File: src/rtl/servo_pwm_multi.sv
// N-channel servo pulse generator: per-channel width targets in microseconds, clamped,
// slewed once per frame, frame-latched enables; active widths readable through a registered port.
module servo_pwm_multi #(
   parameter int  NUM_CH    = 2,
   parameter int  CLK_DIV   = 100,
   parameter int  FRAME_US  = 20000,
   parameter int  MIN_US    = 1000,
   parameter int  MAX_US    = 2000,
   parameter int  CENTER_US = 1500,
   parameter int  SLEW_US   = 10,
   localparam int CH_W      = (NUM_CH > 1) ? $clog2(NUM_CH) : 1
) (
   input  logic              FAB_CLK,
   input  logic              FAB_RESET,
   input  logic              WR_EN,
   input  logic [CH_W-1:0]   WR_CH,
   input  logic [15:0]       WR_DATA,
   input  logic [NUM_CH-1:0] CH_ENABLE,
   input  logic [CH_W-1:0]   RD_CH,
   output logic [15:0]       RD_DATA,
   output logic [NUM_CH-1:0] PWM_OUT,
   output logic              FRAME_STROBE
);

   localparam int            PW         = (CLK_DIV > 1) ? $clog2(CLK_DIV) : 1;
   localparam int            CHW1       = CH_W + 1;
   localparam logic [PW-1:0] PRESC_LAST = PW'(CLK_DIV - 1);
   localparam logic [15:0]   FRAME_LAST = 16'(FRAME_US - 1);
   localparam logic [15:0]   MIN_W      = 16'(MIN_US);
   localparam logic [15:0]   MAX_W      = 16'(MAX_US);
   localparam logic [15:0]   CENTER_W   = 16'(CENTER_US);
   localparam logic [15:0]   SLEW_W     = 16'(SLEW_US);
   localparam logic [CH_W:0] NUM_CH_W   = CHW1'(NUM_CH);

   logic [PW-1:0]     presc_q, presc_d;
   logic [15:0]       frame_q, frame_d;
   logic [15:0]       target_q [NUM_CH];
   logic [15:0]       target_d [NUM_CH];
   logic [15:0]       active_q [NUM_CH];
   logic [15:0]       active_d [NUM_CH];
   logic [NUM_CH-1:0] en_q, en_d;
   logic [NUM_CH-1:0] pwm_q, pwm_d;
   logic              strobe_q, strobe_d;
   logic [15:0]       rd_q, rd_d;
   logic              tick, boundary;
   logic              wr_valid, rd_valid;
   logic [15:0]       wr_clamped;

   // One frame's step of the active width toward its target; never overshoots.
   function automatic logic [15:0] slew_step(input logic [15:0] cur, input logic [15:0] tgt);
      logic [15:0] res;
      res = tgt;
      if (SLEW_US != 0) begin
         if ((tgt > cur) && ((tgt - cur) > SLEW_W)) begin
            res = cur + SLEW_W;
         end else if ((cur > tgt) && ((cur - tgt) > SLEW_W)) begin
            res = cur - SLEW_W;
         end
      end
      return res;
   endfunction

   always_comb begin
      tick     = (presc_q == PRESC_LAST);
      boundary = tick && (frame_q == FRAME_LAST);
      presc_d  = tick ? '0 : presc_q + PW'(1);
      frame_d  = frame_q;
      if (tick) begin
         frame_d = boundary ? 16'd0 : frame_q + 16'd1;
      end
      strobe_d = boundary;

      // WR_EN is a fire-and-forget valid: there is no ready, every strobe is accepted.
      wr_clamped = WR_DATA;
      if (WR_DATA < MIN_W) begin
         wr_clamped = MIN_W;
      end else if (WR_DATA > MAX_W) begin
         wr_clamped = MAX_W;
      end
      wr_valid = WR_EN && ({1'b0, WR_CH} < NUM_CH_W);
      rd_valid = ({1'b0, RD_CH} < NUM_CH_W);

      en_d  = en_q;
      pwm_d = '0;
      for (int i = 0; i < NUM_CH; i++) begin
         target_d[i] = target_q[i];
         if (wr_valid && (WR_CH == CH_W'(i))) begin
            target_d[i] = wr_clamped;
         end
         // The boundary sees only targets registered before it; a same-cycle write waits a frame.
         active_d[i] = active_q[i];
         if (boundary) begin
            active_d[i] = slew_step(active_q[i], target_q[i]);
            en_d[i]     = CH_ENABLE[i];
         end
         pwm_d[i] = en_d[i] && (frame_d < active_d[i]);
      end

      rd_d = '0;
      if (rd_valid) begin
         rd_d = active_q[RD_CH];
      end
   end

   always_ff @(posedge FAB_CLK or posedge FAB_RESET) begin
      if (FAB_RESET) begin
         presc_q  <= '0;
         frame_q  <= '0;
         en_q     <= '0;
         pwm_q    <= '0;
         strobe_q <= 1'b0;
         rd_q     <= '0;
         for (int i = 0; i < NUM_CH; i++) begin
            target_q[i] <= CENTER_W;
            active_q[i] <= CENTER_W;
         end
      end else begin
         presc_q  <= presc_d;
         frame_q  <= frame_d;
         en_q     <= en_d;
         pwm_q    <= pwm_d;
         strobe_q <= strobe_d;
         rd_q     <= rd_d;
         for (int i = 0; i < NUM_CH; i++) begin
            target_q[i] <= target_d[i];
            active_q[i] <= active_d[i];
         end
      end
   end

   assign RD_DATA      = rd_q;
   assign PWM_OUT      = pwm_q;
   assign FRAME_STROBE = strobe_q;

endmodule

File: config.mk
export PLATFORM = sky130hd
export DESIGN_NAME = servo_pwm_multi
export DESIGN_NICKNAME = d
export VERILOG_FILES = /design/src/rtl/servo_pwm_multi.sv
export SDC_FILE = /design/constraint.sdc
export NUM_CORES = 1
export LEC_CHECK = 0
export ABC_AREA = 1
export BUFFER_PORTS_ARGS = -buffer_cell sky130_fd_sc_hd__buf_2
export CAP_MARGIN = 20
export CORE_UTILIZATION = 68
export DETAILED_ROUTE_END_ITERATION = 7
export PLACE_DENSITY_LB_ADDON = 0.1
export SKIP_CTS_REPAIR_TIMING = 1
export SYNTH_ARGS = -nofsm -noshare
export SYNTH_HDL_FRONTEND = slang
export SYNTH_SLANG_ARGS = --single-unit
File: constraint.sdc
create_clock -name FAB_CLK -period 10.3 [get_ports FAB_CLK]
set_input_delay 1.545 -clock FAB_CLK [delete_from_list [all_inputs] [get_ports FAB_CLK]]
set_output_delay 1.545 -clock FAB_CLK [all_outputs]
set_load 0.005 [all_outputs]
* Word level (Yosys, flattened, before mapping) *
Index checks and enable logic that the tools add are counted.

storage, ports and cells
  bits in read-only memories = 0
  output and inout port bits = 19
  bits in writable memories = 0
  register bits = 108
  input port bits = 23
  latch bits = 0
  memories = 0
  word-level logic and storage cells = 62

operators by class
  div/mod/pow operators = 0
  reductions and logical operators = 9
  bitwise logic cells = 2
  $add $sub $neg = 10
  multiply operators = 0
  equal/unequal tests = 2
  magnitude comparators = 13
  muxes and demuxes = 16
  shift operators = 0

operator list
  kind                     count
  $mux W16                 13
  $gt A16 B16 Y1           4
  $gt A16 B4 Y1 const B    4
  $sub A16 B16 Y16         4
  $add A16 B4 Y16 const B  2
  $lt A16 B16 Y1           2
  $sub A16 B4 Y16 const B  2
  $add A16 B1 Y16 const B  1
  $eq A16 B15 Y1 const B   1
  $gt A16 B11 Y1 const B   1
  $lt A16 B10 Y1 const B   1
  $logic_and A1 B1 Y1      9
  $add A7 B1 Y7 const B    1
  $eq A7 B7 Y1 const B     1
  $mux W7                  1
  $ge A2 B2 Y1 const B     1
  $mux W1                  2
  $not A1 Y2               1
  $not A1 Y1               1

* Longest topological paths before layout *
Gate-level depths: netlist of run 1.

  word-level depth = 8
  mapped depth = 33
  mapped depth without buffers = 32

* Worst setup path before layout of run 1 *
OpenSTA, ideal clock, no wires.

  path type = register to register
  from = reg target_q[16] (netlist name)
  to = reg pwm_q[0], in the netlist PWM_OUT[0]
  library setup time = 0.077 ns
  period minus slack after synthesis = 3.602 ns
  data required time = 10.223 ns
  cell stages (with the launch flop) = 30
  arrival time = 3.524 ns
  path buffers = 1
  path slack = 6.698 ns
  cells stage by stage = dfrtp_1 > inv_1 > ha_1 > inv_1 > fa_1 > nand3_1 > nand3_1 > nand2_1 > nand3_1 > nand2_1 > nand3_1 > nor2_1 > nand2_1 > nor2_1 > nand2_2 > nand2_4 > inv_4 > nor2_4 > inv_2 > buf_6 > o2111ai_1 > nand2_1 > inv_1 > ha_1 > a21oi_1 > nand3b_1 > a21oi_1 > a2111oi_0 > nand2_1 > a21oi_1

RTL lines
  item                             line  text
  start, declared                  37    logic [15:0] target_q [NUM_CH];
  start signal, assigned by index  125   target_q[i] <= target_d[i];
  end signal, assigned             121   pwm_q <= pwm_d;
  end, declared                    42    logic [NUM_CH-1:0] pwm_q, pwm_d;

==> results of run 1 <==
## stage by stage
stage	power (uW)	instance area (sq um)	worst slack (ns)	cells
after floorplan	572.5	10710	5.956	1655
after CTS	974.1	11340	5.576	1893
after global routing	1016	11340	5.095	1893
final	981.9	11340	5.560	1893
after global placement	615.3	11040	5.817	1877
after detailed placement	617.5	11040	5.664	1877
## cells by family (layout without fill, tap and decap cells)
group	Yosys count	count (layout)	share of synthesized area
buffers and inverters	326	353	0.1180
AND/OR/NAND/NOR	856	856	0.3497
AO/OA/AOI/OAI	224	224	0.1220
XOR/XNOR	37	37	0.03027
adder cells (fa/ha/maj)	104	104	0.1243
flip-flops	108	108	0.2557
## final cells by class
cell class | count | area, sq um | share of cell area
inverter | 294 | 1109 | 0.09779
sequential | 108 | 2738 | 0.2415
clock inverter | 6 | 71.32 | 0.006291
multi-input combinational | 1221 | 6705 | 0.5915
timing repair buffer | 43 | 220.2 | 0.01943
tap | 211 | 264.0 | 0.02329
clock buffer | 10 | 229.0 | 0.02020
## power groups by stage
stage,Combinational (uW),Sequential (uW),Clock (uW)
3_3_place_gp,170,445,0
6_report,177,438,366
2_1_floorplan,128,444,0
4_1_cts,173,438,363
3_5_place_dp,172,446,0
5_1_grt,196,439,381
## layer usage
layer  GRT usage  up-vias
met2      0.5767      629
met5           0        -
met4      0.1261        0
met3     0.06198       65
li1            -     5334
met1      0.5878     5029
## cell usage after synthesis (23+ instances only)
cell and count:
nand4_1 35, o21ai_0 78, nor2_1 118, xor2_1 32, nand3_1 111, nor3_1 23, a21oi_1 74, inv_1 264
inv_2 27, dfstp_2 28, ha_1 100, nand2_1 502, dfrtp_1 80
## flip-flops by register name, indices dropped and copies added (netlist names)
name and flops:
FRAME_STROBE 1, en_q 2, presc_q 7, active_q 32, target_q 32, RD_DATA 16, frame_q 16, PWM_OUT 2
## critical path, delay by kind of cell (launching register included)
family	cells	cell delay (ns)
AND/OR/NAND/NOR	16	2.09
adder cells (fa/ha/maj)	3	0.95
AO/OA/AOI/OAI	5	0.77
buffers and inverters	4	0.43
flip-flops	1	0.40
## path summary, 6_finish.rpt
kind | end | slack [ns]
max | PWM_OUT[0]$_DFF_PP0_ | 5.56
min | en_q[0]$_DFF_PP0_ | 0.47
max reg2reg | PWM_OUT[0]$_DFF_PP0_ | 5.56
min reg2reg | en_q[0]$_DFF_PP0_ | 0.47
max in group asynchronous | RD_DATA[1]$_DFF_PP0_ | 7.81
min in group asynchronous | target_q[14]$_DFFE_PP0P_ | 1.19
==> flow_summary.yaml, run 1 <==
outcome:
  status: "completed"
floorplan:
  die_area_sq_um: 16250
  die_y_um: 127.5
  design.core.area_sq_um: 15260
  rows: 45
  die_w_um: 127.5
  start_util: 0.7017
  pin_count: 42
worst_setup_path:
  worstPathRequired_ns: 10.58
  worst_setup_path_end_kind: "register"
  critPathMaxStageDelay_ns: 0.47
  start_kind: "register"
  cpMaxStageDelayCell: "fa_1"
  critical_path_arrival_ns: 5.02
  critical_path.startpoint: "target_q[16]$_DFFE_PP0P_"
  reg2reg_depth: 28
  cp_max_fo: 13
  r2r-start: "target_q[16]$_DFFE_PP0P_"
  crit_type: "register to register"
detailed_routing:
  drt-pass1-iter-count: 8
  top_layer: "met4"
  vias: 11060
  ant_nets: 0
  dr_wl_met2_um: 13070
  drt_iter0_drc: 1329
  route.met3.wl_um: 3236
  wirelength_um: 31340
  viasPerCell: 5.841
  drc: 0
  wl_per_cell_um: 16.55
  wl_met1_um: 14290
global_routing:
  grt_usage: 0.3926
  overflow: 0
  first_global_vias: 9875
  grt_pass1_wl_um: 49960
  antenna_found_initial: 0
  grt_max_degree: 73
timing:
  period_minus_slack_ns: 4.740
  slew_violations: 0
  worstMarginPinSlew_ns: 0.9496
  hold_viol: 0
  fmax_ghz: 0.2110
  finalSetupViolations: 0
  period_share: 0.4602
  hold_ws_ns: 0.4747
  rsz0062_at_grt: "false"
  finClkSkew_ns: 0.01272
  slew_headroom: 0.3660
  fin_tns_setup_ns: 0
power_and_ir_drop:
  power_density_nw_per_um2: 86.62
  p_sw_uw: 305.1
  p_int_uw: 676.8
  pwr-share-seq: 0.446
  p_leak_uw: 0.006166
  pwr-share-comb: 0.181
  peakVddDrop_v: 0.00007703
  switching_share: 0.3108
  p_clk_frac: 0.373
cells_and_area:
  nNetsFinal: 1804
  final_cell_mix: "nand2_1 (502), inv_1 (263), nor2_1 (118)"
  drive_gt1_frac: 0.09810
  fin_util: 0.7429
  final_common_cell: "nand2_1"
  syn_to_final_growth_pct: 5.878
  num-fill-cells: 1312
  diodes: 0
clocking:
  cts_tree: "done"
  clkTransAtPathRegs_ns: 0.08
  cts-htree-levels: 3
  cts.sinks: 108
  clk_latency_ns: 0.36
  cts_buffers: 9
  clock_path_buffers: 2
  cts-root-buf: "clkbuf_16"
yosys:
  synth_edf_count: 0
  ys.flop_type: "dfrtp_1"
  synth-seq-cells: 108
  synth-async-reset-ratio: 1.000
  seq_area_frac_synth: 0.2557
  yosysTopAreaCell: "dfrtp_1"
  synth_fp_nets: 1782
  synthTopCellsByArea: "dfrtp_1 (19%), nand2_1 (18%), ha_1 (12%), inv_1 (9.3%), dfstp_2 (6.9%)"
  syn_area_per_cell_sq_um: 6.469
  syn_inst: 1655
  synth_area_sq_um: 10710
  synth_top_area_frac: 0.1870
  synth.distinct_cells: 53
  yosys_warnings: 0
place:
  gp_congestion: 1.002
  portBuffers: 41
  dp_hpwl_um: 24780
hold_path:
  holdCritPathClass: "register to register"
  worstHoldPathCells: 2
  min-delay-start: "en_q[0]$_DFF_PP0_"
job:
  maxCapViolCount: 0
Note: power is estimated with default switching activity, not from simulation.
==> inputs of run 2 (changes only) <==
Settings changed: ABC_AREA 1 to 0, CORE_UTILIZATION 68 to 58.
Clock period 10.3 ns to 4.3 ns, I/O delays scaled along.
==> flow_summary.yaml, run 2 <==
place:
  dp_cells: 1918
  dp_hpwl_um: 29780
  gp_congestion: 0.9960
  dpl_cell_area_sq_um: 13810
  portBuffers: 41
  place_ws_ns: -0.7661
global_routing:
  grtUsageMet3: 0.1152
  grtUsageMet2: 0.5924
  grt_pass1_wl_um: 57640
  busiest_layer: "met2"
  first_global_vias: 11030
  grt_usage: 0.3982
  overflow: 0
  grt_max_degree: 59
  grtUsageMet1: 0.5642
  antenna_found_initial: 0
detailed_routing:
  drt-pass1-iter-count: 6
  vias: 12150
  drc: 0
  wirelength_um: 38710
  wl_per_cell_um: 19.91
  ant_nets: 0
  drt_iter0_drc: 1284
  viasPerCell: 6.252
power_and_ir_drop:
  power_density_nw_per_um2: 196.5
  p_int_uw: 1904
  peakVddDrop_v: 0.0001918
  p_clk_frac: 0.297
  pwr-share-seq: 0.366
  pwr-share-comb: 0.337
  switching_share: 0.3355
  p_leak_uw: 0.006891
  p_sw_uw: 961.5
worst_setup_path:
  cpMaxStageDelayCell: "a2111oi_0"
  critPathMaxStageDelay_ns: 0.47
  crit_chain: "inv_1 -> ha_1 -> buf_4 -> a211oi_1 -> nor2_1 -> nor3_4 -> buf_4 -> mux2i_1 -> and4b_1 -> nand4_4 -> nand2_4 -> buf_6 -> nor2_4 -> buf_12 -> a211oi_1 -> o22a_1 -> ha_1 -> nor2b_1 -> o21ai_0 -> nand2b_1 -> a2111oi_0 -> buf_4 -> nand2b_4 -> o22ai_2"
  path_buf_inv: 6
  cp_max_fo: 10
  start_kind: "register"
  crit_family: "compound AO/OA/AOI/OAI gates"
  crit_type: "register to register"
  critical_path_arrival_ns: 5.34
  worstPathRequired_ns: 4.59
  worst_setup_path_end_kind: "register"
  crit_path_frequent_cell: "buf_4"
cells_and_area:
  stdcell_area_sq_um: 14590
  fin_util: 0.8093
  final_cell_mix: "buf_4 (372), nand2_1 (128), o21ai_0 (107)"
  finalNonFillerCells: 1944
  final_common_cell: "buf_4"
  reg_top3: "active_q (32), target_q (32)"
  diodes: 0
  drive_gt1_frac: 0.3464
  nNetsFinal: 1837
  syn_to_final_growth_pct: 36.75
timing:
  slew_headroom: 0.4804
  period_share: 1.176
  fmax_ghz: 0.1978
  period_minus_slack_ns: 5.056
  worstMarginPinSlew_ns: 0.7794
  rsz0062_at_grt: "true"
  hold_viol: 0
  slew_violations: 0
  layout_setup_ws_ns: -0.7563
  finalSetupViolations: 2
  hold_ws_ns: 0.4277
  finClkSkew_ns: 0.01258
yosys:
  synth_most_common_cell: "nand2_1"
  syn_area_per_cell_sq_um: 7.949
  synth-async-reset-ratio: 1.000
  synth_common_cells: "nand2_1 (133), o21ai_0 (119), ha_1 (100)"
  synthTopCellsByArea: "dfrtp_1 (19%), ha_1 (12%), dfstp_2 (6.9%), o21ai_0 (5.6%), nand2_1 (4.7%)"
  synth_top_area_frac: 0.1877
  yosysTopAreaCell: "dfrtp_1"
  synth_fp_nets: 1469
  seq_area_frac_synth: 0.2566
  synth_edf_count: 0
  yosys_warnings: 0
  synth.distinct_cells: 99
  syn_inst: 1342
  ys.flop_type: "dfrtp_1"
  synth-seq-cells: 108
  synth_area_sq_um: 10670
floorplan:
  design.core.area_sq_um: 18020
  die_w_um: 137.6
  die_y_um: 137.6
  rows: 49
  start_util: 0.5918
  pin_count: 42
  die_area_sq_um: 18940
hold_path:
  holdCritPathClass: "primary input to asynchronous set/reset pin"
clocking:
  cts.sinks: 108
  clkTransAtPathRegs_ns: 0.09
  cts_buffers: 9
  cts-root-buf: "clkbuf_16"
  cts_tree: "done"
  clock_path_buffers: 2
  cts-htree-levels: 3
  clk_latency_ns: 0.37
outcome:
  violations: "negative setup slack"
  status: "finished, violations left"
job:
  maxCapViolCount: 0
==> run 2: cell types whose count changed after synthesis, moves of 19 or more <==
cell / delta
a21oi_1: +22
nand3_1: -74
inv_1: -169
a21o_1: +25
o21ai_0: +41
xnor2_1: +27
xor2_1: -21
nand2b_1: +19
inv_2: -27
nand2_1: -369
o21a_1: +29
mux2i_1: +26
nor3_1: +21
nor2_1: -23
==> run 2: cell families (layout without fill, tap and decap cells) <==
| family | Yosys count | after routing | synth area share |
|---|---|---|---|
| simple gates | 464 | 464 | 0.2162 |
| compound gates | 430 | 430 | 0.2678 |
| xor+xnor | 43 | 43 | 0.03530 |
| buf+inv | 161 | 534 | 0.06861 |
| flops | 108 | 108 | 0.2566 |
| mux | 32 | 32 | 0.03073 |
| fa+ha+maj | 104 | 104 | 0.1248 |
==> run 2: layout make-up <==
| cell class | instances | area [sq um] |
|---|---|---|
| fill | 1299 | 3437 |
| tap | 229 | 286.5 |
| clock inverter | 7 | 63.81 |
| multi-input combinational | 1073 | 7742 |
| sequential | 108 | 2740 |
| timing repair buffer | 423 | 3171 |
| clock buffer | 9 | 225.2 |
| inverter | 95 | 359.1 |
==> run 2: per-layer routing <==
| layer | share of wire | wire [um] |
|---|---|---|
| met2 | 0.43 | 16670 |
| met5 | 0 | 0 |
| met1 | 0.43 | 16680 |
| met4 | 0.019 | 752 |
| met3 | 0.12 | 4613 |
==> run 2: power groups by stage <==
stage	Clock, uW	Sequential [uW]	Combinational, uW
2_1_floorplan	0	1070	497
3_3_place_gp	0	1070	850
3_5_place_dp	0	1070	862
4_1_cts	853	1050	868
5_1_grt	882	1050	1030
6_report	852	1050	965
==> run 2: path summary, 6_finish.rpt <==
check	startpoint	endpoint	slack, ns	cells after the start
worst max-delay path	target_q[21]$_DFFE_PP0P_	PWM_OUT[0]$_DFF_PP0_	-0.76	24
worst min-delay path	FAB_RESET	target_q[11]$_DFFE_PP0P_	0.43	2
worst max register to register	target_q[21]$_DFFE_PP0P_	PWM_OUT[0]$_DFF_PP0_	-0.76	24
worst min register to register	presc_q[0]$_DFF_PP0_	presc_q[0]$_DFF_PP0_	0.48	1
max in group asynchronous	FAB_RESET	active_q[19]$_DFF_PP1_	2.94	3
min in group FAB_CLK	presc_q[0]$_DFF_PP0_	presc_q[0]$_DFF_PP0_	0.48	1
==> run 2: per-stage QoR <==
| stage | total power [uW] | TNS [ns] |
|---|---|---|
| 2_1_floorplan | 1567 | -0.3273 |
| 3_3_place_gp | 1917 | -1.053 |
| 3_5_place_dp | 1929 | -1.324 |
| 4_1_cts | 2769 | -1.430 |
| 5_1_grt | 2965 | -1.793 |
| 6_report | 2866 | -1.381 |
==> inputs of run 3 (changes only) <==
Settings changed: GPL_TIMING_DRIVEN set to 0.
==> flow_summary.yaml, run 3 (same netlist as run 2, synthesis figures left out) <==
global_routing:
  grt_usage: 0.3675
  grt_max_degree: 58
  grt_pass1_wl_um: 52140
  overflow: 0
  antenna_found_initial: 2
  first_global_vias: 9347
timing:
  fin_tns_setup_ns: -1.919
  slew_violations: 0
  slew_headroom: 0.4485
  period_share: 1.229
  worstMarginPinSlew_ns: 0.8186
  rsz0062_at_grt: "true"
  finalSetupViolations: 2
  hold_viol: 0
  layout_setup_ws_ns: -0.9864
  period_minus_slack_ns: 5.286
  fmax_ghz: 0.1892
  finClkSkew_ns: 0.02158
detailed_routing:
  drt_iter0_drc: 1430
  viasPerCell: 6.654
  vias: 11250
  wirelength_um: 36590
  drc: 0
  ant_nets: 0
  drt-pass1-iter-count: 5
  wl_per_cell_um: 21.65
cells_and_area:
  final_cell_mix: "nand2_1 (127), o21ai_0 (105), nor2_1 (89)"
  diodes: 0
  reg_top3: "active_q (32), target_q (32)"
  syn_to_final_growth_pct: 20.35
  final_common_cell: "nand2_1"
  drive_gt1_frac: 0.2375
  finalNonFillerCells: 1690
  fin_util: 0.7123
  nNetsFinal: 1583
  num-fill-cells: 1496
power_and_ir_drop:
  p_clk_frac: 0.315
  pwr-share-comb: 0.304
  peakVddDrop_v: 0.0002390
  p_leak_uw: 0.005607
  p_sw_uw: 974.9
  power_density_nw_per_um2: 217.8
  p_int_uw: 1821
  switching_share: 0.3487
  pwr-share-seq: 0.381
clocking:
  cts.sinks: 108
  clk_latency_ns: 0.38
  cts_buffers: 9
  clock_path_buffers: 2
  clkTransAtPathRegs_ns: 0.09
  cts-root-buf: "clkbuf_16"
  cts_tree: "done"
  cts-htree-levels: 3
floorplan:
  pin_count: 42
  design.core.area_sq_um: 18020
  rows: 49
  die_area_sq_um: 18940
  die_w_um: 137.6
  start_util: 0.5918
  die_y_um: 137.6
hold_path:
  holdCritPathClass: "primary input to asynchronous set/reset pin"
outcome:
  violations: "negative setup slack"
  status: "finished, violations left"
worst_setup_path:
  critical_path_arrival_ns: 5.58
  crit_type: "register to register"
  worstPathRequired_ns: 4.59
  start_kind: "register"
  cp_max_fo: 10
  worst_setup_path_end_kind: "register"
job:
  maxCapViolCount: 0
place:
  place_ws_ns: -1.217
  gp_congestion: 0.9737
  dp_hpwl_um: 27210
  portBuffers: 41
  dp_cells: 1613
-- run 3: layout make-up --
class	count	area, sq um	share of cell area
plain buffers	66	490.5	0.03820
clock buffers	9	225.2	0.01754
clock inverters	7	93.84	0.007309
inverters	95	359.1	0.02797
multi-input cells	1074	7944	0.6187
flip-flops and latches	108	2746	0.2139
well taps	229	286.5	0.02232
repair buffers	102	693.2	0.05399
-- run 3: path summary, 6_finish.rpt --
check / startpoint / endpoint / slack [ns] / depth (start not counted)
max in group asynchronous: FAB_RESET / target_q[19]$_DFFE_PP1P_ / 3.14 / 3
hold / removal: FAB_RESET / target_q[13]$_DFFE_PP0P_ / 0.37 / 2
hold reg to reg: presc_q[0]$_DFF_PP0_ / presc_q[0]$_DFF_PP0_ / 0.47 / 1
min in group FAB_CLK: presc_q[0]$_DFF_PP0_ / presc_q[0]$_DFF_PP0_ / 0.47 / 1
setup / recovery: target_q[22]$_DFFE_PP1P_ / PWM_OUT[0]$_DFF_PP0_ / -0.99 / 20
setup reg to reg: target_q[22]$_DFFE_PP1P_ / PWM_OUT[0]$_DFF_PP0_ / -0.99 / 20
-- run 3: power by group through the flow --
stage | Clock [uW] | Combinational [uW] | Sequential [uW]
6_report | 880 | 850 | 1070
5_1_grt | 920 | 903 | 1070
4_1_cts | 889 | 654 | 1070
3_5_place_dp | 0 | 651 | 1080
3_3_place_gp | 0 | 644 | 1080
2_1_floorplan | 0 | 497 | 1070
-- run 3: worst max-delay path, cell delays in order, from the launching register on --
cell	delay, ns
dfstp_2	0.58
inv_1	0.08
ha_4	0.31
buf_6	0.15
o21ai_2	0.10
a2111oi_4	0.41
o2111ai_2	0.19
a2111oi_2	0.40
nand4_1	0.29
o31ai_4	0.52
nand3_1	0.19
o21a_1	0.24
o22ai_1	0.23
ha_1	0.30
a21oi_1	0.18
nor2b_1	0.07
o21ai_0	0.15
nand2b_1	0.11
a2111oi_2	0.49
nand2b_4	0.09
o22ai_4	0.12
-- run 3: routing by layer --
layer / track usage / share of wire / wire, um
met3: 0.1049 / 0.11 / 3990
met1: 0.5596 / 0.45 / 16530
met2: 0.5022 / 0.42 / 15340
met4: 0.08181 / 0.019 / 707
met5: 0 / 0.00057 / 21
-- run 3: metrics by stage --
step / cell area, sq um / hold WS (ns) / total power, uW
2_1_floorplan: 10900 / 0.4329 / 1567
3_3_place_gp: 11400 / 0.4452 / 1729
3_5_place_dp: 11430 / 0.4555 / 1736
4_1_cts: 11750 / 0.3822 / 2610
5_1_grt: 12840 / 0.4309 / 2889
6_report: 12840 / 0.3668 / 2796
